<file path="src/rtl/pdp8_bus_if.sv">
// rtl/pdp8_bus_if.sv - requester handshake and external nibble-bus signals for pdp8_bus_arbiter
interface pdp8_bus_if;
  logic        req0;
  logic        req1;
  logic        write0;
  logic        write1;
  logic        io0;
  logic        io1;
  logic [11:0] addr0;
  logic [11:0] addr1;
  logic [11:0] wdata0;
  logic [11:0] wdata1;
  logic        done0;
  logic        done1;
  logic [11:0] rdata;
  logic        io_ready;
  logic [7:0]  bus_out;
  logic [3:0]  bus_in;
  logic        busy;
  logic        grant;

  // Arbiter side.
  modport slave (
    input  req0, req1, write0, write1, io0, io1, addr0, addr1, wdata0, wdata1, bus_in,
    output done0, done1, rdata, io_ready, bus_out, busy, grant
  );

  // Requester / pin side.
  modport master (
    output req0, req1, write0, write1, io0, io1, addr0, addr1, wdata0, wdata1, bus_in,
    input  done0, done1, rdata, io_ready, bus_out, busy, grant
  );
endinterface

</file>
<file path="src/rtl/pdp8_bus_arbiter.sv">
// rtl/pdp8_bus_arbiter.sv - two-port arbiter and beat sequencer for the nibble-serial PDP-8 memory/IO bus
module pdp8_bus_arbiter #(
  parameter bit         FIXED_PRIO = 1'b0,
  parameter logic [7:0] IDLE_BUS   = 8'h00
) (
  input  logic      clk,
  input  logic      reset_n,
  pdp8_bus_if.slave bus
);

  typedef enum logic [2:0] {S_IDLE, S_AH, S_AL, S_IOI, S_DH, S_DM, S_DL} state_t;

  state_t      state_q;
  logic [11:0] addr_q;
  logic [11:0] wdata_q;
  logic [11:0] rdata_q;
  logic [7:0]  rd_q;
  logic [7:0]  bus_out_q;
  logic        write_q;
  logic        io_q;
  logic        grant_q;
  logic        prio_q;
  logic        ior_q;
  logic        io_ready_q;
  logic        done0_q;
  logic        done1_q;
  logic        busy_q;

  logic        req_v0;
  logic        req_v1;
  logic        start;
  logic        win_d;
  logic [11:0] w_addr;
  logic [11:0] w_wdata;
  logic        w_write;
  logic        w_io;
  logic [3:0]  nib_h;
  logic [3:0]  nib_m;
  logic [3:0]  nib_l;

  // The finishing port is masked in its DL cycle so a held req is not mistaken for a new one.
  always_comb begin
    req_v0  = bus.req0 && !(state_q == S_DL && !grant_q);
    req_v1  = bus.req1 && !(state_q == S_DL &&  grant_q);
    start   = (state_q == S_IDLE || state_q == S_DL) && (req_v0 || req_v1);
    if (req_v0 && req_v1) win_d = FIXED_PRIO ? 1'b0 : prio_q;
    else                  win_d = req_v1;
    w_addr  = win_d ? bus.addr1  : bus.addr0;
    w_wdata = win_d ? bus.wdata1 : bus.wdata0;
    w_write = win_d ? bus.write1 : bus.write0;
    w_io    = win_d ? bus.io1    : bus.io0;
  end

  assign nib_h = write_q ? wdata_q[11:8] : 4'h0;
  assign nib_m = write_q ? wdata_q[7:4]  : 4'h0;
  assign nib_l = write_q ? wdata_q[3:0]  : 4'h0;

  always_ff @(posedge clk or negedge reset_n) begin
    if (!reset_n) begin
      state_q    <= S_IDLE;
      addr_q     <= 12'h000;
      wdata_q    <= 12'h000;
      rdata_q    <= 12'h000;
      rd_q       <= 8'h00;
      bus_out_q  <= IDLE_BUS;
      write_q    <= 1'b0;
      io_q       <= 1'b0;
      grant_q    <= 1'b0;
      prio_q     <= 1'b0;
      ior_q      <= 1'b0;
      io_ready_q <= 1'b0;
      done0_q    <= 1'b0;
      done1_q    <= 1'b0;
      busy_q     <= 1'b0;
    end else begin
      done0_q <= 1'b0;
      done1_q <= 1'b0;
      if (start) begin
        addr_q  <= w_addr;
        wdata_q <= w_wdata;
        write_q <= w_write;
        io_q    <= w_io;
        grant_q <= win_d;
        prio_q  <= ~win_d;
      end
      case (state_q)
        S_IDLE: begin
          if (start) begin
            state_q   <= S_AH;
            bus_out_q <= {2'b10, w_addr[11:6]};
            busy_q    <= 1'b1;
          end
        end
        S_AH: begin
          state_q   <= S_AL;
          bus_out_q <= {2'b11, addr_q[5:0]};
        end
        S_AL: begin
          if (io_q) begin
            state_q   <= S_IOI;
            bus_out_q <= {3'b011, write_q, 4'h0};
          end else begin
            state_q   <= S_DH;
            bus_out_q <= {3'b000, write_q, nib_h};
          end
        end
        S_IOI: begin
          ior_q     <= bus.bus_in[0];
          state_q   <= S_DH;
          bus_out_q <= {3'b000, write_q, nib_h};
        end
        S_DH: begin
          rd_q[7:4] <= bus.bus_in;
          state_q   <= S_DM;
          bus_out_q <= {3'b001, write_q, nib_m};
        end
        S_DM: begin
          rd_q[3:0] <= bus.bus_in;
          state_q   <= S_DL;
          bus_out_q <= {3'b010, write_q, nib_l};
        end
        S_DL: begin
          done0_q    <= ~grant_q;
          done1_q    <= grant_q;
          io_ready_q <= io_q & ior_q;
          if (!write_q) rdata_q <= {rd_q, bus.bus_in};
          if (start) begin
            state_q   <= S_AH;
            bus_out_q <= {2'b10, w_addr[11:6]};
          end else begin
            state_q   <= S_IDLE;
            bus_out_q <= IDLE_BUS;
            busy_q    <= 1'b0;
          end
        end
        default: begin
          state_q   <= S_IDLE;
          bus_out_q <= IDLE_BUS;
          busy_q    <= 1'b0;
        end
      endcase
    end
  end

  assign bus.done0    = done0_q;
  assign bus.done1    = done1_q;
  assign bus.rdata    = rdata_q;
  assign bus.io_ready = io_ready_q;
  assign bus.bus_out  = bus_out_q;
  assign bus.busy     = busy_q;
  assign bus.grant    = grant_q;

endmodule

</file>
<file path="src/flat_wrapper.sv">
// flat-port wrapper written by rule: the top's interface ports become plain ports
module pdp8_bus_arbiter_flat 
#(
  parameter bit         FIXED_PRIO = 1'b0,
  parameter logic [7:0] IDLE_BUS   = 8'h00
)
  (clk, reset_n, bus_req0, bus_req1, bus_write0, bus_write1, bus_io0, bus_io1, bus_addr0, bus_addr1, bus_wdata0, bus_wdata1, bus_bus_in, bus_done0, bus_done1, bus_rdata, bus_io_ready, bus_bus_out, bus_busy, bus_grant);
  pdp8_bus_if bus_i ();
  input  logic clk;
  input  logic reset_n;
  input wire logic [$bits(bus_i.req0)-1:0] bus_req0;
  input wire logic [$bits(bus_i.req1)-1:0] bus_req1;
  input wire logic [$bits(bus_i.write0)-1:0] bus_write0;
  input wire logic [$bits(bus_i.write1)-1:0] bus_write1;
  input wire logic [$bits(bus_i.io0)-1:0] bus_io0;
  input wire logic [$bits(bus_i.io1)-1:0] bus_io1;
  input wire logic [$bits(bus_i.addr0)-1:0] bus_addr0;
  input wire logic [$bits(bus_i.addr1)-1:0] bus_addr1;
  input wire logic [$bits(bus_i.wdata0)-1:0] bus_wdata0;
  input wire logic [$bits(bus_i.wdata1)-1:0] bus_wdata1;
  input wire logic [$bits(bus_i.bus_in)-1:0] bus_bus_in;
  output wire logic [$bits(bus_i.done0)-1:0] bus_done0;
  output wire logic [$bits(bus_i.done1)-1:0] bus_done1;
  output wire logic [$bits(bus_i.rdata)-1:0] bus_rdata;
  output wire logic [$bits(bus_i.io_ready)-1:0] bus_io_ready;
  output wire logic [$bits(bus_i.bus_out)-1:0] bus_bus_out;
  output wire logic [$bits(bus_i.busy)-1:0] bus_busy;
  output wire logic [$bits(bus_i.grant)-1:0] bus_grant;
  assign bus_i.req0 = bus_req0;
  assign bus_i.req1 = bus_req1;
  assign bus_i.write0 = bus_write0;
  assign bus_i.write1 = bus_write1;
  assign bus_i.io0 = bus_io0;
  assign bus_i.io1 = bus_io1;
  assign bus_i.addr0 = bus_addr0;
  assign bus_i.addr1 = bus_addr1;
  assign bus_i.wdata0 = bus_wdata0;
  assign bus_i.wdata1 = bus_wdata1;
  assign bus_i.bus_in = bus_bus_in;
  assign bus_done0 = bus_i.done0;
  assign bus_done1 = bus_i.done1;
  assign bus_rdata = bus_i.rdata;
  assign bus_io_ready = bus_i.io_ready;
  assign bus_bus_out = bus_i.bus_out;
  assign bus_busy = bus_i.busy;
  assign bus_grant = bus_i.grant;
  pdp8_bus_arbiter #(.FIXED_PRIO(FIXED_PRIO), .IDLE_BUS(IDLE_BUS)) u_core (.clk(clk), .reset_n(reset_n), .bus(bus_i));
endmodule
</file>
<file path="config.mk">
export PLATFORM = sky130hd
export DESIGN_NAME = pdp8_bus_arbiter_flat
export DESIGN_NICKNAME = d
export VERILOG_FILES = /design/src/rtl/pdp8_bus_if.sv /design/src/rtl/pdp8_bus_arbiter.sv /design/src/flat_wrapper.sv
export SDC_FILE = /design/constraint.sdc
export NUM_CORES = 1
export LEC_CHECK = 0
export CORE_ASPECT_RATIO = 1.4
export CORE_UTILIZATION = 42
export CTS_CLUSTER_DIAMETER = 200
export DETAILED_ROUTE_END_ITERATION = 10
export PLACE_DENSITY = 0.76
export SKIP_LAST_GASP = 1
export SLEW_MARGIN = 20
export SYNTH_ARGS = -nofsm -noshare
export SYNTH_HDL_FRONTEND = slang
export SYNTH_SLANG_ARGS = --single-unit
</file>
<file path="constraint.sdc">
create_clock -name clk -period 1.9 [get_ports clk]
set_clock_uncertainty 0.2 [all_clocks]
set_input_delay 0.38 -clock clk [delete_from_list [all_inputs] [get_ports clk]]
set_output_delay 0.38 -clock clk [all_outputs]
set_load 0.05 [all_outputs]
</file>
* After elaboration in Yosys (flattened, before gate mapping)
Cells that the tools add are included. W data, S select, Z words.
Cells by class: mux-type cells 21, equal/unequal tests 8, bitwise operators 5, reduce and logical (&&, ||, !) cells 15
Operator list (number):
- $pmux W8 S7 | 1
- $mux W12 | 2
- $pmux W3 S7 | 1
- $mux W8 | 2
- $mux W4 | 3
- $eq A3 B3 Y1 const B | 3
- $mux W1 | 8
- $mux W7 | 1
- $eq A3 B2 Y1 const B | 2
- $logic_and A1 B1 Y1 | 6
- $mux W3 | 2
- $reduce_or A5 Y1 | 1
- $not A1 Y1 | 4
- $eq A3 B1 Y1 const B | 1
- $logic_not A1 Y1 | 3
- $logic_not A3 Y1 | 1
- $pmux W1 S3 | 1
- $reduce_and A3 Y1 | 1
- $logic_or A1 B1 Y1 | 2
- $ne A2 B1 Y1 const B | 1
- $ne A2 B2 Y1 const B | 1
- $reduce_and A2 Y1 | 1
- $and A1 B1 Y1 | 1
Storage, ports and cells: register bits 58, output and inout port bits 25, logic and storage cells 65

* Depth between registers and ports, before layout
depth after elaboration 9, depth in mapped cells 7, gate-level depth less buffers 4

* Worst setup path after synthesis
OpenSTA, ideal clock, no wires.
kind reg-to-reg, start point reg u_core.grant_q (netlist: u_core.bus.grant), end point reg u_core.bus_out_q[5] (netlist: u_core.bus.bus_out[5]), library setup time 0.124 ns, buffers on the path 1, arrival time 1.756 ns, setup slack -0.180 ns, stages on the path, launching flop included 6, cell sequence dfrtp_1 > nand4b_1 > o311ai_2 > buf_6 > mux2_4 > a211o_1
Between the ends: cells in the longest elaborated chain, start to end 9, elaborated cells on any way between the ends 16
RTL lines:
- start, declared | RTL line pdp8_bus_arbiter.sv:21 | logic grant_q;
- start signal, assigned | RTL line pdp8_bus_arbiter.sv:83 | grant_q <= win_d;
- $logic_not A1 Y1 | RTL line pdp8_bus_arbiter.sv:43 | req_v0 = bus.req0 && !(state_q == S_DL && !grant_q);
- $logic_and A1 B1 Y1 | RTL line pdp8_bus_arbiter.sv:43
- $logic_not A1 Y1 | RTL line pdp8_bus_arbiter.sv:43
- $logic_and A1 B1 Y1 | RTL line pdp8_bus_arbiter.sv:43
- $logic_and A1 B1 Y1 | RTL line pdp8_bus_arbiter.sv:46 | if (req_v0 && req_v1) win_d = FIXED_PRIO ? 1'b0 : prio_q;
- $mux W1 | RTL line pdp8_bus_arbiter.sv:46
- $mux W12 | RTL line pdp8_bus_arbiter.sv:48 | w_addr = win_d ? bus.addr1 : bus.addr0;
- $mux W8, on equally long branches | RTL line pdp8_bus_arbiter.sv:127, pdp8_bus_arbiter.sv:88
- $pmux W8 S7 | RTL line pdp8_bus_arbiter.sv:86 | case (state_q)
- end signal, assigned | RTL line pdp8_bus_arbiter.sv:90 | bus_out_q <= {2'b10, w_addr[11:6]};
- end signal, assigned | RTL line pdp8_bus_arbiter.sv:96 | bus_out_q <= {2'b11, addr_q[5:0]};
- end signal, assigned | RTL line pdp8_bus_arbiter.sv:129 | bus_out_q <= {2'b10, w_addr[11:6]};
- end, declared | RTL line pdp8_bus_arbiter.sv:18 | logic [7:0] bus_out_q;
Parallel ways exist; a longest one is shown, timed or not. The select of a mux whose other input is x is not followed. A chain may end at the register's enable or synchronous reset.

==> results.yml <==
global_routing:
  antenna_found_initial: 0
  grt_overflow: 0
  grt_max_degree: 43
  grt_pass1_wl_mm: 11.0
  grtUsageTotal_pct: 21.0
  grt_pass1_vias: 2404
job:
  drv_cap: 0
worst_setup_path:
  required_ns: 1.92
  critPathArrivalTime_ns: 2.00
  cp_num_cells: 5
  worstSetupStartpoint: "u_core.bus.bus_out[6]"
  r2r-start: "u_core.bus.bus_out[6]"
  path_class: "reg -> reg"
  slowest_delay_ns: 0.40
  crit_buf_inv: 1
  start_kind: "flip-flop"
  crit_end: "u_core.bus.bus_out[5]"
  critPathTopFamily: "compound AO/OA/AOI/OAI gates"
  crit_chain: "and3b_2 -> o311ai_4 -> buf_6 -> mux2_4 -> a211o_1"
  rr_endpoint: "u_core.bus.bus_out[5]"
  crit_path_top_delay_cell: "dfrtp_1"
  reg2regPathDepth: 5
  worstPathMaxFanout: 5
  r2r_slack_ns: -0.08
  end_kind: "flip-flop"
sta:
  fmax_mhz: 506
  setup_tns_ns: -0.0829
  hold_ws_ns: 0.288
  hold_viol_final: 0
  setup-violations-final: 4
  maxSlewViolCount: 0
  fin_crit_sh_pct: 104
  worst_pin_slew_ns: 0.397
  period_needed_ns: 1.98
  rsz0062_at_grt: "yes"
  setup_ws_ns: -0.0752
  slew_headroom_pct: 73.3
logic_synthesis:
  netlist_top_cells_count: "dfrtp_1 (57), o21ai_0 (27), mux2i_1 (26)"
  yosysMostFrequentCell: "dfrtp_1"
  synth_area_leaders: "dfrtp_1 (52%), mux2i_1 (9.4%), mux2_2 (9.0%)"
  postSynth.asyncResetShare_pct: 100
  synth.largest_area_cell: "dfrtp_1"
  synth-main-ff-cell: "dfrtp_1"
  avgSynthCellArea_um2: 11.2
  yosysSeqAreaShare_pct: 51.6
  postSynthCellCount: 247
  syn_area_mm2: 0.00276
  syn_nets: 307
  ys_ff_latch: 57
  synth_cell_type_count: 36
  netlist.area_leader.share_pct: 51.6
  synth_edf_count: 0
  yosys_warnings: 0
pwr:
  intPower_mw: 3.97
  power.share.switching_pct: 41.4
  clockPowerShare_pct: 16.6
  power_leakage_nw: 1.81
  p_comb_share_pct: 51.7
  seq_power_share_pct: 31.7
  vdd_drop_max_mv: 0.707
  power.density_mw_per_mm2: 1670
  power.switching_mw: 2.81
clocking:
  cts_max_level: 3
  cts_tree: "yes"
  cts-root-buf: "clkbuf_8"
  path_clk_slew_ns: 0.07
  clockBufferDepth: 2
  clock_sinks: 57
  cts-buffers-inserted: 9
  clkLatencyLatePin_ns: 0.34
final_layout:
  design_area_mm2: 0.00407
  drive_above_1_share_pct: 29.9
  final-seq-area_mm2: 0.00143
  nNetsFinal: 413
  syn_to_final_growth_pct: 47.2
  antennaDiodeCount: 0
  fill_cells: 506
  utilization_pct: 64.6
  multi_input_area_mm2: 0.00124
detailed_routing:
  vias: 2304
  via_per_inst: 5.36
  drtAntennaViolNets: 0
  wl_per_cell_um: 15.8
  drt_drc_violations_left: 11
  drt-initial-drc-count: 133
  drtPass1Iterations: 7
  wl_mm: 6.78
floorplanning:
  ios: 85
  dieArea_mm2: 0.00691
  rows: 34
  start_util_pct: 43.9
  die_h_um: 98.0
  core_mm2: 0.00630
  die_x_um: 70.6
placed_design:
  place_hpwl_mm: 4.86
  routabilityCongestion: 0.808
  place_area_mm2: 0.00376
  portBuffers: 84
outcome:
  violations: "DRC, setup timing"
  status: "finished, violations left"
min_path:
  min_path_type: "in -> async"
==> registers in the layout, summed over array words and instances, names as in the netlist <==
| signal | count |
|---|---|
| u_core.io_q | 1 |
| u_core.bus.bus_out | 8 |
| u_core.write_q | 1 |
| u_core.bus.done1 | 1 |
| u_core.addr_q | 6 |
| u_core.state_q | 2 |
| u_core.bus.rdata | 12 |
| u_core.bus.done0 | 1 |
| u_core.bus.busy | 1 |
| u_core.bus.io_ready | 1 |
| u_core.prio_q | 1 |
| u_core.rd_q | 8 |
| u_core.bus.grant | 1 |
| u_core.ior_q | 1 |
| u_core.wdata_q | 12 |
==> area by class of cell <==
| type | instances | share of cell area, % |
|---|---|---|
| clock buffers | 13 | 3.91 |
| multi-input cells | 166 | 30.5 |
| repair buffers | 115 | 26.9 |
| inverters | 4 | 0.369 |
| flip-flops and latches | 57 | 35.1 |
| well taps | 72 | 2.21 |
| clock inverters | 3 | 0.984 |
==> cells in the final DEF, fill, tap and decap left out, drive strengths merged, types with 2 or more instances in the layout <==
master and instances:
clkdlybuf4s50 58, dfrtp 57, buf 55, o21ai 46, mux2i 26, mux2 24, nand2 15, clkbuf 14
a21oi 11, nand2b 7, nor2 7, nand3 5, inv 4, nand4 4, o2111ai 4, or2 3
nand3b 2, clkinv 2, a2bb2oi 2
==> metrics by stage <==
stage	worst slack, ns	power (mW)	std cells
floorplan	-0.0901	4.37	247
global placement	-0.401	5.42	409
detailed placement	-0.459	5.53	409
CTS	-0.0397	6.73	430
global route	-0.0951	7.19	430
finish	-0.0752	6.78	430
==> power by group through the flow <==
stage,clock (mW),combinational (mW),sequential (mW)
floorplan,0,1.57,2.80
global placement,0,3.29,2.13
detailed placement,0,3.36,2.17
CTS,1.14,3.44,2.14
global route,1.20,3.78,2.21
finish,1.12,3.51,2.15
==> worst min path at each step <==
stage / endpoint / cells past startpoint / startpoint
after global placement: u_core.bus.done0 / 1 / reset_n
after global routing: u_core.write_q / 2 / reset_n
after detailed placement: u_core.bus.rdata[0] / 1 / reset_n
after floorplan: u_core.addr_q[0] / 0 / reset_n
final: u_core.bus.bus_out[7] / 2 / reset_n
after CTS: u_core.bus.bus_out[2] / 2 / reset_n
==> layer usage <==
layer | up-vias | track usage, % | wire length [um]
met5 | - | 0 | 0
met4 | 0 | 11.2 | 175
met3 | 15 | 5.57 | 340
met2 | 82 | 36.7 | 3720
met1 | 1111 | 23.0 | 2540
li1 | 1096 | - | -
==> repair_timing <==
action / 4_1_cts / 5_1_grt
hold buffers: 1 / 0
buffers inserted: 4 / 0
gates cloned: 1 / 0
setup endpoints to repair: 16 / 37
pin swaps: 3 / 2
resized for setup: 6 / 11
hold endpoints to repair: 15 / 0
==> cell families (layout without fill, tap and decap cells) <==
group / Yosys count / after routing / synth area share [%]
compound gates: 68 / 68 / 14.3
flops: 57 / 57 / 51.6
mux: 50 / 50 / 19.3
simple gates: 48 / 48 / 9.19
buf+inv: 24 / 135 / 5.61
(Power assumes the default switching activity.)
==> RTL edit 1, RTL diff (config.mk and constraints unchanged) <==
Re-encode `state_t` (7 states) as one-hot, 7 bits wide.
--- a/src/rtl/pdp8_bus_arbiter.sv
+++ b/src/rtl/pdp8_bus_arbiter.sv
@@ -9,5 +9,5 @@
 );
 
-  typedef enum logic [2:0] {S_IDLE, S_AH, S_AL, S_IOI, S_DH, S_DM, S_DL} state_t;
+  typedef enum logic [6:0] {S_IDLE = 7'b0000001, S_AH = 7'b0000010, S_AL = 7'b0000100, S_IOI = 7'b0001000, S_DH = 7'b0010000, S_DM = 7'b0100000, S_DL = 7'b1000000} state_t;
 
   state_t      state_q;
Behaviour: no difference found for any inputs over 10 cycles, from zero or initial values and one cycle with reset_n low; not proved beyond that.
==> RTL edit 1 against the unedited design <==
- the flow finishes with violations (setup timing)
- via count grew 7.6%
- die area grew 9.8%
- final area grew 18%
- power shrank 8.5%
- first-iteration DRC count shrank 22%
- setup slack lost 440 ps
- area after synthesis grew 10%
- synthesized cell count shrank 4.5%
- sequential cell count grew 5
- worst hold slack lost 14 ps
- routed wire length grew 17%
- largest power group unchanged
==> RTL edit 1: results <==
[sta]
worst_slack_ps = -519
setup_viol = 46
worst_pin_slew_ps = 339
tns_ps = -18850

[routing]
post_drt_wl_per_cell_um = 16.4
vias_per_cell = 5.14
first_pass_iters = 5
drtIter0Drc = 104

[synth]
ys_types = 42
ys_top_cells_by_area = dfrtp_1 50%, mux2_4 14%, mux2_2 9.3%
ys_seq_area_share_pct = 51.0
synth_common_cells = 61 x dfrtp_1, 34 x nand2_1, 29 x mux2_4

[power_and_ir_drop]
power_leakage_nw = 2.26
ir_worst_vdd_mv = 1.00

[layout]
fill_cells = 499
drive_gt1_share_pct = 45.5
num-nets-final = 442

[placed_design]
dp_hpwl_mm = 5.35
dp_slack_ps = -471
gp_congestion = 0.857

[critical_path]
crit_arrival_ps = 2440
cp_max_fo = 7

[global_routing]
grt.total_usage_pct = 21.6
grt_pass1_vias = 2589

[run_status]
status = finished, violations left
violations = setup timing
## RTL edit 1: path summary, 6_finish.rpt
check | from | to | slack (ps) | cells past startpoint
hold / removal | u_core.rd_q[1]$_DFFE_PN0P_ | u_core.rd_q[1]$_DFFE_PN0P_ | 270 | 2
setup reg to reg | u_core.state_q[2]$_DFFE_PN0P_ | u_core.wdata_q[0]$_DFFE_PN0N_ | -520 | 8
max in group asynchronous | reset_n | u_core.bus.grant$_DFFE_PN0N_ | 720 | 3
hold reg to reg | u_core.rd_q[1]$_DFFE_PN0P_ | u_core.rd_q[1]$_DFFE_PN0P_ | 270 | 2
setup / recovery | u_core.state_q[2]$_DFFE_PN0P_ | u_core.wdata_q[0]$_DFFE_PN0N_ | -520 | 8
min in group asynchronous | reset_n | u_core.addr_q[0]$_DFFE_PN0N_ | 280 | 2
## RTL edit 1: worst max-delay path, cell delays in order (launching register included)
cell	delay, ps
dfrtp_1	410
nor4_4	360
buf_4	180
nand4_1	180
o22ai_2	250
nand2b_4	210
inv_8	60
clkbuf_16	160
mux2_4	290
## RTL edit 1: timing repair
action                                  in CTS  in global routing
endpoints found under the setup margin      46                 53
endpoints found under the hold margin        8                  0
gates cloned                                 1                  3
hold buffers                                 1                  0
pin swaps                                    5                 10
resized for setup                           23                 20
buffers inserted                            13                  7
## RTL edit 1: logic make-up (layout without fill, tap and decap cells)
logic type      Yosys count  in the layout  share of synthesized area, %
compound gates           26             26                          7.20
xor+xnor                  1              1                         0.288
buf+inv                  17            168                          4.19
flops                    62             62                          51.0
mux                      62             62                          26.2
simple gates             68             68                          11.1
## RTL edit 1: cell type report
class	count	area [um^2]	share of cell area [%]
clock buffer	12	135	2.82
clock inverter	4	47.5	0.992
inverter	8	37.5	0.783
multi-input combinational	157	1480	30.9
sequential	62	1550	32.4
tap	95	119	2.48
timing repair buffer	144	1420	29.6
## RTL edit 1: routing by layer
layer | vias to the layer above | track usage, % | wire length (um)
li1 | 1153 | - | -
met1 | 1204 | 24.0 | 2960
met2 | 97 | 39.2 | 4350
met3 | 24 | 4.50 | 353
met4 | 0 | 9.47 | 246
met5 | - | 0 | 0
## RTL edit 1: where the power goes
| group | internal [mW] | switching (mW) |
|---|---|---|
| logic | 1.66 | 1.34 |
| clock network | 0.603 | 0.507 |
| registers | 1.77 | 0.323 |
| total | 4.04 | 2.17 |
## RTL edit 1: through the flow
| step | area, um^2 | hold slack, ps | utilization, % | instances |
|---|---|---|---|---|
| after detailed placement | 4230 | 98.9 | 60.6 | 446 |
| after floorplan | 3060 | -116 | - | 236 |
| final | 4790 | 274 | 68.6 | 482 |
| after global routing | 4790 | 294 | 68.6 | 482 |
| after CTS | 4640 | 273 | 66.5 | 476 |
| after global placement | 4230 | 98.0 | 60.6 | 446 |
==> RTL edit 2, RTL diff (config.mk and constraints unchanged) <==
Without the edit above. `FIXED_PRIO` is set to 1'b0 in 2 places; all go to 1'b1.
--- a/src/rtl/pdp8_bus_arbiter.sv
+++ b/src/rtl/pdp8_bus_arbiter.sv
@@ -1,5 +1,5 @@
 // rtl/pdp8_bus_arbiter.sv - two-port arbiter and beat sequencer for the nibble-serial PDP-8 memory/IO bus
 module pdp8_bus_arbiter #(
-  parameter bit         FIXED_PRIO = 1'b0,
+  parameter bit         FIXED_PRIO = 1'b1,
   parameter logic [7:0] IDLE_BUS   = 8'h00
 ) (
--- a/src/flat_wrapper.sv
+++ b/src/flat_wrapper.sv
@@ -2,5 +2,5 @@
 module pdp8_bus_arbiter_flat 
 #(
-  parameter bit         FIXED_PRIO = 1'b0,
+  parameter bit         FIXED_PRIO = 1'b1,
   parameter logic [7:0] IDLE_BUS   = 8'h00
 )
Check against the original RTL: not equivalent (a bounded check fails within 10 cycles, from zero or initial values and one cycle with reset_n low).
==> RTL edit 2 against the unedited design <==
- sequential share of layout area down 2.4 points
- final area grew 5.7%
- setup slack lost 100 ps
- critical path type unchanged
- critical path depth is 1 higher
- power increased by 0.81%
- area after synthesis is 4.5% higher
- routed wire length is 7.9% higher
- sequential cell count shrank 1
- synthesized cell count shrank 9.3%
- utilization is 0.43 points higher
- the run ends with setup timing left
- non-clock buffer count grew 8
==> RTL edit 2: results <==
[clock_network]
insertion_delay_ps = 320
cts_buffers = 5
clk_pin_slew_ps = 110
clockBufferDepth = 2
h-tree-depth = 2
cts-root-buf = clkbuf_8

[layout]
num-nets-final = 400
drive_gt1_share_pct = 42.8
antenna_cells = 0

[global_routing]
grt_max_degree = 28
grt_pass1_wl_mm = 11.6
grt.total_usage_pct = 21.1
grt_pass1_vias = 2364
antenna_found_initial = 0

[sta]
setup_viol = 38
hold_slack_ps = 252
worst_slack_ps = -177
relSlewSlack_pct = 77.5

[routing]
post_drt_wl_per_cell_um = 16.9
vias = 2257
wirelength_mm = 7.31
first_pass_iters = 4
drtIter0Drc = 218

[critical_path]
rr_startpoint = u_core.state_q[0]$_DFFE_PN0P_
cp_max_fo = 5
crit_arrival_ps = 2080
reg2regPathDepth = 6
r2r-end = u_core.wdata_q[4]$_DFFE_PN0N_

[power_and_ir_drop]
power_switching_mw = 2.88
power_leakage_nw = 1.97
ir_worst_vdd_mv = 0.659

[synth]
ys_async_sr_fraction_pct = 100
ys_types = 42
synth.mux.area_fraction_pct = 28.2
synth_common_cells = 56 x dfrtp_1, 28 x mux2_4, 25 x mux2_2
synthXorXnorAreaFrac_pct = 0
synthAdderAreaFrac_pct = 0
synth_fp_nets = 284
ys_seq_area_share_pct = 48.5
ys_dominant_reg_cell = dfrtp_1
yosys_warnings = 0
ys_top_cells_by_area = dfrtp_1 49%, mux2_4 15%, mux2_2 9.7%
postSynthAreaPerCell_um2 = 12.9
synth_compound_area_share_pct = 9.27

[placed_design]
io_buffers = 84
dp_hpwl_mm = 5.02
gp_congestion = 0.858
dp.cells = 416
placed_area_mm2 = 0.00397

[min_path]
min_path_type = input port to asynchronous set/reset pin

[run_status]
status = finished, violations left
violations = setup timing
## RTL edit 2: worst max-delay path by stage
stage / from / to / cells past startpoint
global placement: bus_req0 / u_core.addr_q[1]$_DFFE_PN0N_ / 6
CTS: u_core.bus.bus_out[6]$_DFFE_PN0P_ / u_core.addr_q[1]$_DFFE_PN0N_ / 5
global route: u_core.state_q[0]$_DFFE_PN0P_ / u_core.wdata_q[4]$_DFFE_PN0N_ / 6
floorplan: u_core.bus.grant$_DFFE_PN0N_ / u_core.addr_q[1]$_DFFE_PN0N_ / 5
finish: u_core.state_q[0]$_DFFE_PN0P_ / u_core.wdata_q[4]$_DFFE_PN0N_ / 6
detailed placement: bus_req0 / u_core.addr_q[1]$_DFFE_PN0N_ / 6
## RTL edit 2: kinds of logic (layout without fill, tap and decap cells)
kind of cell / Yosys count / count (layout)
AND/OR/NAND/NOR: 51 / 51
multiplexers: 64 / 64
buffers and inverters: 19 / 136
flip-flops: 56 / 56
AO/OA/AOI/OAI: 34 / 34
## RTL edit 2: layout make-up
| type | count | area, um^2 |
|---|---|---|
| Sequential cell | 56 | 1410 |
| Timing Repair Buffer | 123 | 1220 |
| Clock buffer | 5 | 68.8 |
| Inverter | 5 | 18.8 |
| Fill cell | 502 | 2310 |
| Multi-Input combinational cell | 149 | 1450 |
| Clock inverter | 3 | 26.3 |
| Tap cell | 92 | 115 |
## RTL edit 2: through the flow
step           setup TNS, ps  worst slack, ps
3_3_place_gp           -9900             -424
5_1_grt                -6570             -230
2_1_floorplan           -666            -45.0
3_5_place_dp          -10400             -453
6_report               -4340             -177
4_1_cts                -2030             -134
## RTL edit 2: power groups by stage
stage / logic (mW) / registers [mW] / clock network [mW]
after floorplan: 1.76 / 2.85 / 0
after global placement: 3.59 / 2.14 / 0
after detailed placement: 3.67 / 2.17 / 0
after CTS: 3.83 / 2.15 / 0.702
after global routing: 4.19 / 2.23 / 0.749
final: 3.96 / 2.17 / 0.702
## RTL edit 2: worst max-delay path, stage by stage (launching register included)
cell and delay, ps:
dfrtp_1 420, and3b_2 270, o211ai_4 250, buf_12 170, buf_16 120, mux2_4 290, mux2_4 250
## RTL edit 2: metal layers
metal,track usage (%),share of wire (%),routed length (um),vias to the layer above
li1,-,-,-,1044
met1,24.0,37,2720,1128
met2,37.3,56,4110,73
met3,4.02,4.1,298,12
met4,10.6,2.5,183,0
met5,0,0,0,-
## RTL edit 2: what timing repair did
action                                  4_1_cts  5_1_grt
cloned                                        2        1
gates resized for setup                      15       19
endpoints found under the setup margin       27       42
setup buffers                                 4        1
pin swaps                                     3        6
hold buffers                                  1        0
endpoints found under the hold margin        15        0
